## src/rtl/tt_um_oconnt_counter_ctrl.sv

```systemverilog
// rtl/tt_um_oconnt_counter_ctrl.sv - command-sequenced 8-bit counter with limit, direction, wrap/one-shot
// Optional prescaler (presc/div registers, LOAD_PRESC) enabled by COUNTER_CTRL_PRESCALE_EN.
module tt_um_oconnt_counter_ctrl (
  input  logic [7:0] ui_in,
  output logic [7:0] uo_out,
  input  logic [7:0] uio_in,
  output logic [7:0] uio_out,
  output logic [7:0] uio_oe,
  input  logic       ena,
  input  logic       clk,
  input  logic       rst_n
);

  typedef enum logic [1:0] {
    IDLE = 2'd0,
    RUN  = 2'd1,
    DONE = 2'd2
  } state_t;

  localparam logic [2:0] OP_NOP        = 3'd0;
  localparam logic [2:0] OP_LOAD_COUNT = 3'd1;
  localparam logic [2:0] OP_LOAD_LIMIT = 3'd2;
  localparam logic [2:0] OP_LOAD_PRESC = 3'd3;
  localparam logic [2:0] OP_START      = 3'd4;
  localparam logic [2:0] OP_STOP       = 3'd5;
  localparam logic [2:0] OP_CLEAR      = 3'd6;
  localparam logic [2:0] OP_STEP       = 3'd7;

  state_t     state, state_next;
  logic [7:0] count, count_next;
  logic [7:0] limit, limit_next;
  logic       dir, dir_next;
  logic       mode, mode_next;
  logic       wrap_flag, wrap_next;
  logic       tick;
  logic [2:0] cmd;
  logic       suppress;
  logic       at_end;
  logic [7:0] status;

  logic       unused_ok;
  assign unused_ok = &{1'b0, ena, ui_in[6]};

  assign cmd = ui_in[3] ? ui_in[2:0] : OP_NOP;

`ifdef COUNTER_CTRL_PRESCALE_EN
  logic [7:0] presc, presc_next;
  logic [7:0] div, div_next;

  assign tick = (state == RUN) && (div == presc);

  always_ff @(posedge clk or negedge rst_n) begin
    if (!rst_n) begin
      presc <= 8'd0;
      div   <= 8'd0;
    end else begin
      presc <= presc_next;
      div   <= div_next;
    end
  end

  always_comb begin
    presc_next = presc;
    div_next   = div;
    if (state == RUN) begin
      div_next = tick ? 8'd0 : div + 8'd1;
    end
    if (cmd == OP_LOAD_PRESC) begin
      presc_next = uio_in;
    end
    if (cmd == OP_START || cmd == OP_STOP) begin
      div_next = 8'd0;
    end
  end
`else
  assign tick = (state == RUN);
`endif

  always_ff @(posedge clk or negedge rst_n) begin
    if (!rst_n) begin
      state     <= IDLE;
      count     <= 8'd0;
      limit     <= 8'hFF;
      dir       <= 1'b0;
      mode      <= 1'b0;
      wrap_flag <= 1'b0;
    end else begin
      state     <= state_next;
      count     <= count_next;
      limit     <= limit_next;
      dir       <= dir_next;
      mode      <= mode_next;
      wrap_flag <= wrap_next;
    end
  end

  // Commands that rewrite count or leave RUN take the cycle; the tick's update is dropped.
  assign suppress = (cmd == OP_LOAD_COUNT) || (cmd == OP_START) ||
                    (cmd == OP_STOP) || (cmd == OP_CLEAR);
  assign at_end   = dir ? (count == 8'd0) : (count == limit);

  always_comb begin
    state_next = state;
    count_next = count;
    limit_next = limit;
    dir_next   = dir;
    mode_next  = mode;
    wrap_next  = wrap_flag;

    if (tick && !suppress) begin
      if (!at_end) begin
        count_next = dir ? count - 8'd1 : count + 8'd1;
      end else if (mode) begin
        state_next = DONE;
      end else begin
        count_next = dir ? limit : 8'd0;
        wrap_next  = 1'b1;
      end
    end

    case (cmd)
      OP_LOAD_COUNT: count_next = uio_in;
      OP_LOAD_LIMIT: limit_next = uio_in;
      OP_START: begin
        dir_next   = ui_in[4];
        mode_next  = ui_in[5];
        wrap_next  = 1'b0;
        state_next = RUN;
      end
      OP_STOP: state_next = IDLE;
      OP_CLEAR: begin
        count_next = 8'd0;
        wrap_next  = 1'b0;
        if (state == DONE) begin
          state_next = IDLE;
        end
      end
      OP_STEP: begin
        if (state == IDLE) begin
          count_next = dir ? count - 8'd1 : count + 8'd1;
        end
      end
      default: ;
    endcase
  end

  assign status  = {state == RUN, state == DONE, wrap_flag, dir, mode, tick, 2'b00};
  assign uo_out  = ui_in[7] ? status : count;
  assign uio_out = 8'd0;
  assign uio_oe  = 8'd0;

endmodule

```

## config.mk

```make
export PLATFORM = sky130hd
export DESIGN_NAME = tt_um_oconnt_counter_ctrl
export DESIGN_NICKNAME = d
export VERILOG_FILES = /design/src/rtl/tt_um_oconnt_counter_ctrl.sv
export SDC_FILE = /design/constraint.sdc
export NUM_CORES = 1
export LEC_CHECK = 0
export ABC_AREA = 1
export CORE_MARGIN = 5
export CORE_UTILIZATION = 40
export CTS_BUF_LIST = sky130_fd_sc_hd__clkbuf_2 sky130_fd_sc_hd__clkbuf_4 sky130_fd_sc_hd__clkbuf_8
export DETAILED_ROUTE_END_ITERATION = 16
export PLACE_DENSITY = 0.68
export REMOVE_ABC_BUFFERS = 1
export SETUP_SLACK_MARGIN = 0.15
export SLEW_MARGIN = 20
export SYNTH_ARGS = -nofsm -noshare
export SYNTH_HDL_FRONTEND = slang
export SYNTH_SLANG_ARGS = --single-unit
```

## constraint.sdc

```tcl
create_clock -name clk -period 1.9 [get_ports clk]
set_input_delay 0.38 -clock clk [delete_from_list [all_inputs] [get_ports clk]]
set_output_delay 0.38 -clock clk [all_outputs]
set_load 0.05 [all_outputs]
```

==> flow_metrics.tcl <==
set metrics [dict create \
    routedWlPerCell_um 13.8 \
    nFillCells 477 \
    cp-start-kind "flip-flop" \
    synth.distinct_cells 34 \
    ys_ff_latch 21 \
    setup_viol 0 \
    skew_ns 0.00636 \
    hold_viol 0 \
    stdcell_count 450 \
    die_w_um 81.8 \
    ant_nets 0 \
    worstPathMaxFanout 4 \
    crit_required_ns 2.07 \
    clock-sinks 21 \
    drv_slew 0 \
    p_leak_nw 1.47 \
    gp_congestion 0.911 \
    yosysWarningCount 0 \
    placed_area_um2 2610 \
    drc_errors 0 \
    antenna_found_initial 0 \
    clock_latency_ns 0.28 \
    p_total_mw 4.16 \
    cts_buffers 3 \
    hp-class "in -> async" \
    regToRegStartpoint "dir$_DFFE_PN0N_" \
    clk_pin_slew_ns 0.09 \
    whs_ns 0.440 \
    globalRouteTotalUtil 0.195 \
    cts_tree "built" \
    fmax_mhz 527 \
    synth_cells 316 \
    coreArea_um2 5040 \
    cp-end-kind "flip-flop" \
    crit_start "dir$_DFFE_PN0N_" \
    place_hpwl_um 4420 \
    fin_nets 407 \
    grt_max_degree 22 \
    dr_total_vias 2275 \
    grt_pass1_wl_um 10100 \
    fin_crit_sh 0.999 \
    io_pins 43 \
    floorplan.die.height_um 81.8 \
    start_util 0.408 \
    antennaDiodeCount 0 \
    viasPerCell 5.06 \
    crit_arrival_ns 2.06 \
    grt.overflow.total 0 \
    dp_cells 435 \
    drt-initial-drc-count 106 \
    ys_seq_area_frac 0.260 \
    clockRootBuffer "clkbuf_8" \
    avgSynthCellArea_um2 6.52 \
    drive_gt1_frac 0.313 \
    min_period_ns 1.90 \
    rows 26 \
    ir_drop_v 0.000625 \
    ctsHtreeMaxLevel 1 \
    dpl_worst_slack_ns -0.105 \
    synth_area_um2 2060 \
    portBuffers 24 \
    die_area_um2 6680 \
    crit_type "reg -> reg" \
    routed_wl_um 6190 \
    fin_area_um2 2970 \
    rsz0062_at_grt "yes" \
    dr.pass1.iters 5 \
    power_density_nw_per_um2 1400 \
    fin_ws_ns 0.00147 \
    clockBufferDepth 2 \
    max_cap_viol_count 0 \
    area_growth_syn_to_layout_pct 44.0 \
    status "finished clean" \
    grt_pass1_vias 2155 \
]
-- cell usage after synthesis --
library cell | number | area (µm²)
a21oi_1 | 12 | 60.1
a31oi_1 | 1 | 6.26
buf_4 | 16 | 120
buf_6 | 1 | 11.3
clkbuf_1 | 3 | 11.3
clkbuf_8 | 2 | 27.5
clkinv_1 | 2 | 7.51
conb_1 | 1 | 3.75
dfrtp_1 | 13 | 325
dfstp_2 | 8 | 210
fa_1 | 1 | 20.0
ha_1 | 6 | 75.1
inv_1 | 37 | 139
inv_2 | 3 | 11.3
mux2_2 | 3 | 33.8
nand2_1 | 91 | 342
nand2_2 | 1 | 6.26
nand3_1 | 34 | 170
nand3_2 | 6 | 60.1
nand3b_1 | 3 | 22.5
nand4_1 | 4 | 25.0
nor2_1 | 22 | 82.6
nor2_2 | 2 | 12.5
nor3_1 | 3 | 15.0
nor3_4 | 1 | 16.3
o211ai_1 | 1 | 7.51
o21a_1 | 2 | 15.0
o21ai_0 | 27 | 135
o21ai_1 | 1 | 5.00
o21ai_4 | 1 | 16.3
o21bai_1 | 1 | 7.51
or2_2 | 1 | 6.26
xnor2_1 | 4 | 35.0
xor2_1 | 2 | 17.5
-- worst paths after layout --
| kind | cells past startpoint | end | slack [ns] |
|---|---|---|---|
| worst max register to register | 12 | count[7]$_DFF_PN0_ | 0.001 |
| worst max-delay path | 12 | count[7]$_DFF_PN0_ | 0.001 |
| worst min-delay path | 2 | count[3]$_DFF_PN0_ | 0.44 |
| min in group clk | 2 | limit[6]$_DFFE_PN1N_ | 0.50 |
| max in group asynchronous | 2 | limit[7]$_DFFE_PN1N_ | 1.18 |
| worst min register to register | 2 | limit[6]$_DFFE_PN1N_ | 0.50 |
-- per-stage QoR --
stage / TNS (ns) / utilization
6_report: 0 / 0.588
5_1_grt: -0.620 / 0.588
4_1_cts: 0 / 0.556
3_5_place_dp: -0.300 / 0.517
3_3_place_gp: -0.0801 / 0.517
2_1_floorplan: -0.332 / -
-- sequential cells by signal (all words and copies together), names as in the netlist --
| register | flops |
|---|---|
| count | 8 |
| wrap_flag | 1 |
| limit | 8 |
| mode | 1 |
| state | 2 |
| dir | 1 |
-- power breakdown --
group	leakage, nW	switching (mW)	internal, mW
logic	1.20	1.69	1.35
clock network	0.0262	0.176	0.165
registers	0.240	0.167	0.608
-- layer usage --
metal  GRT usage  part of all wire  vias to the layer above  routed length [µm]
met1       0.261              0.44                     1036                2740
li1            -                 -                     1119                   -
met2       0.317              0.47                       99                2920
met3      0.0241             0.057                       21                 350
met4      0.0764             0.030                        0                 185
met5           0                 0                        -                   0
-- area by class of cell --
| cell class | count | area (µm²) | area share |
|---|---|---|---|
| Sequential cell | 21 | 539 | 0.182 |
| Multi-Input combinational cell | 246 | 1440 | 0.485 |
| Inverter | 42 | 158 | 0.0532 |
| Tap cell | 70 | 87.6 | 0.0295 |
| Timing Repair Buffer | 67 | 694 | 0.234 |
| Clock buffer | 4 | 48.8 | 0.0165 |
-- timing repair --
item,CTS,global route
cloned,1,0
buffers inserted,5,5
hold buffers,0,0
pin swaps,6,2
hold endpoints to repair,0,0
endpoints found under the setup margin,16,16
resized for setup,21,30
-- critical path, stage by stage (launching register included) --
cell and delay, ns:
dfrtp_2 0.46, ha_1 0.33, or2_4 0.27, nand3_1 0.12, nand2_1 0.06, nand2_1 0.07, nand2_2 0.06, nand3_2 0.07
nand3_2 0.08, nand2_1 0.07, nand2_1 0.05, nand2_1 0.08, nand3_1 0.06
-- cell usage in the layout, fill, tap and decap left out, types with 12 or more instances in the layout --
cell,count
nand3_2,12
nand2_2,12
buf_4,33
conb_1,16
nor2_1,19
inv_1,35
clkdlybuf4s50_1,15
nand3_1,26
o21ai_0,27
nand2_1,80
-- cells by family (layout without fill, tap and decap cells) --
group | after synthesis | count (layout) | synth area share
DFF | 21 | 21 | 0.260
buffers and inverters | 64 | 113 | 0.159
muxes | 3 | 3 | 0.0164
and+or+nand+nor | 168 | 168 | 0.368
other | 1 | 16 | 0.00182
AOI/OAI and AO/OA | 46 | 46 | 0.123
xor gates and xnor gates | 6 | 6 | 0.0255
adders and majority gates | 7 | 7 | 0.0462
No activity file was read; power rests on OpenSTA's default activity.
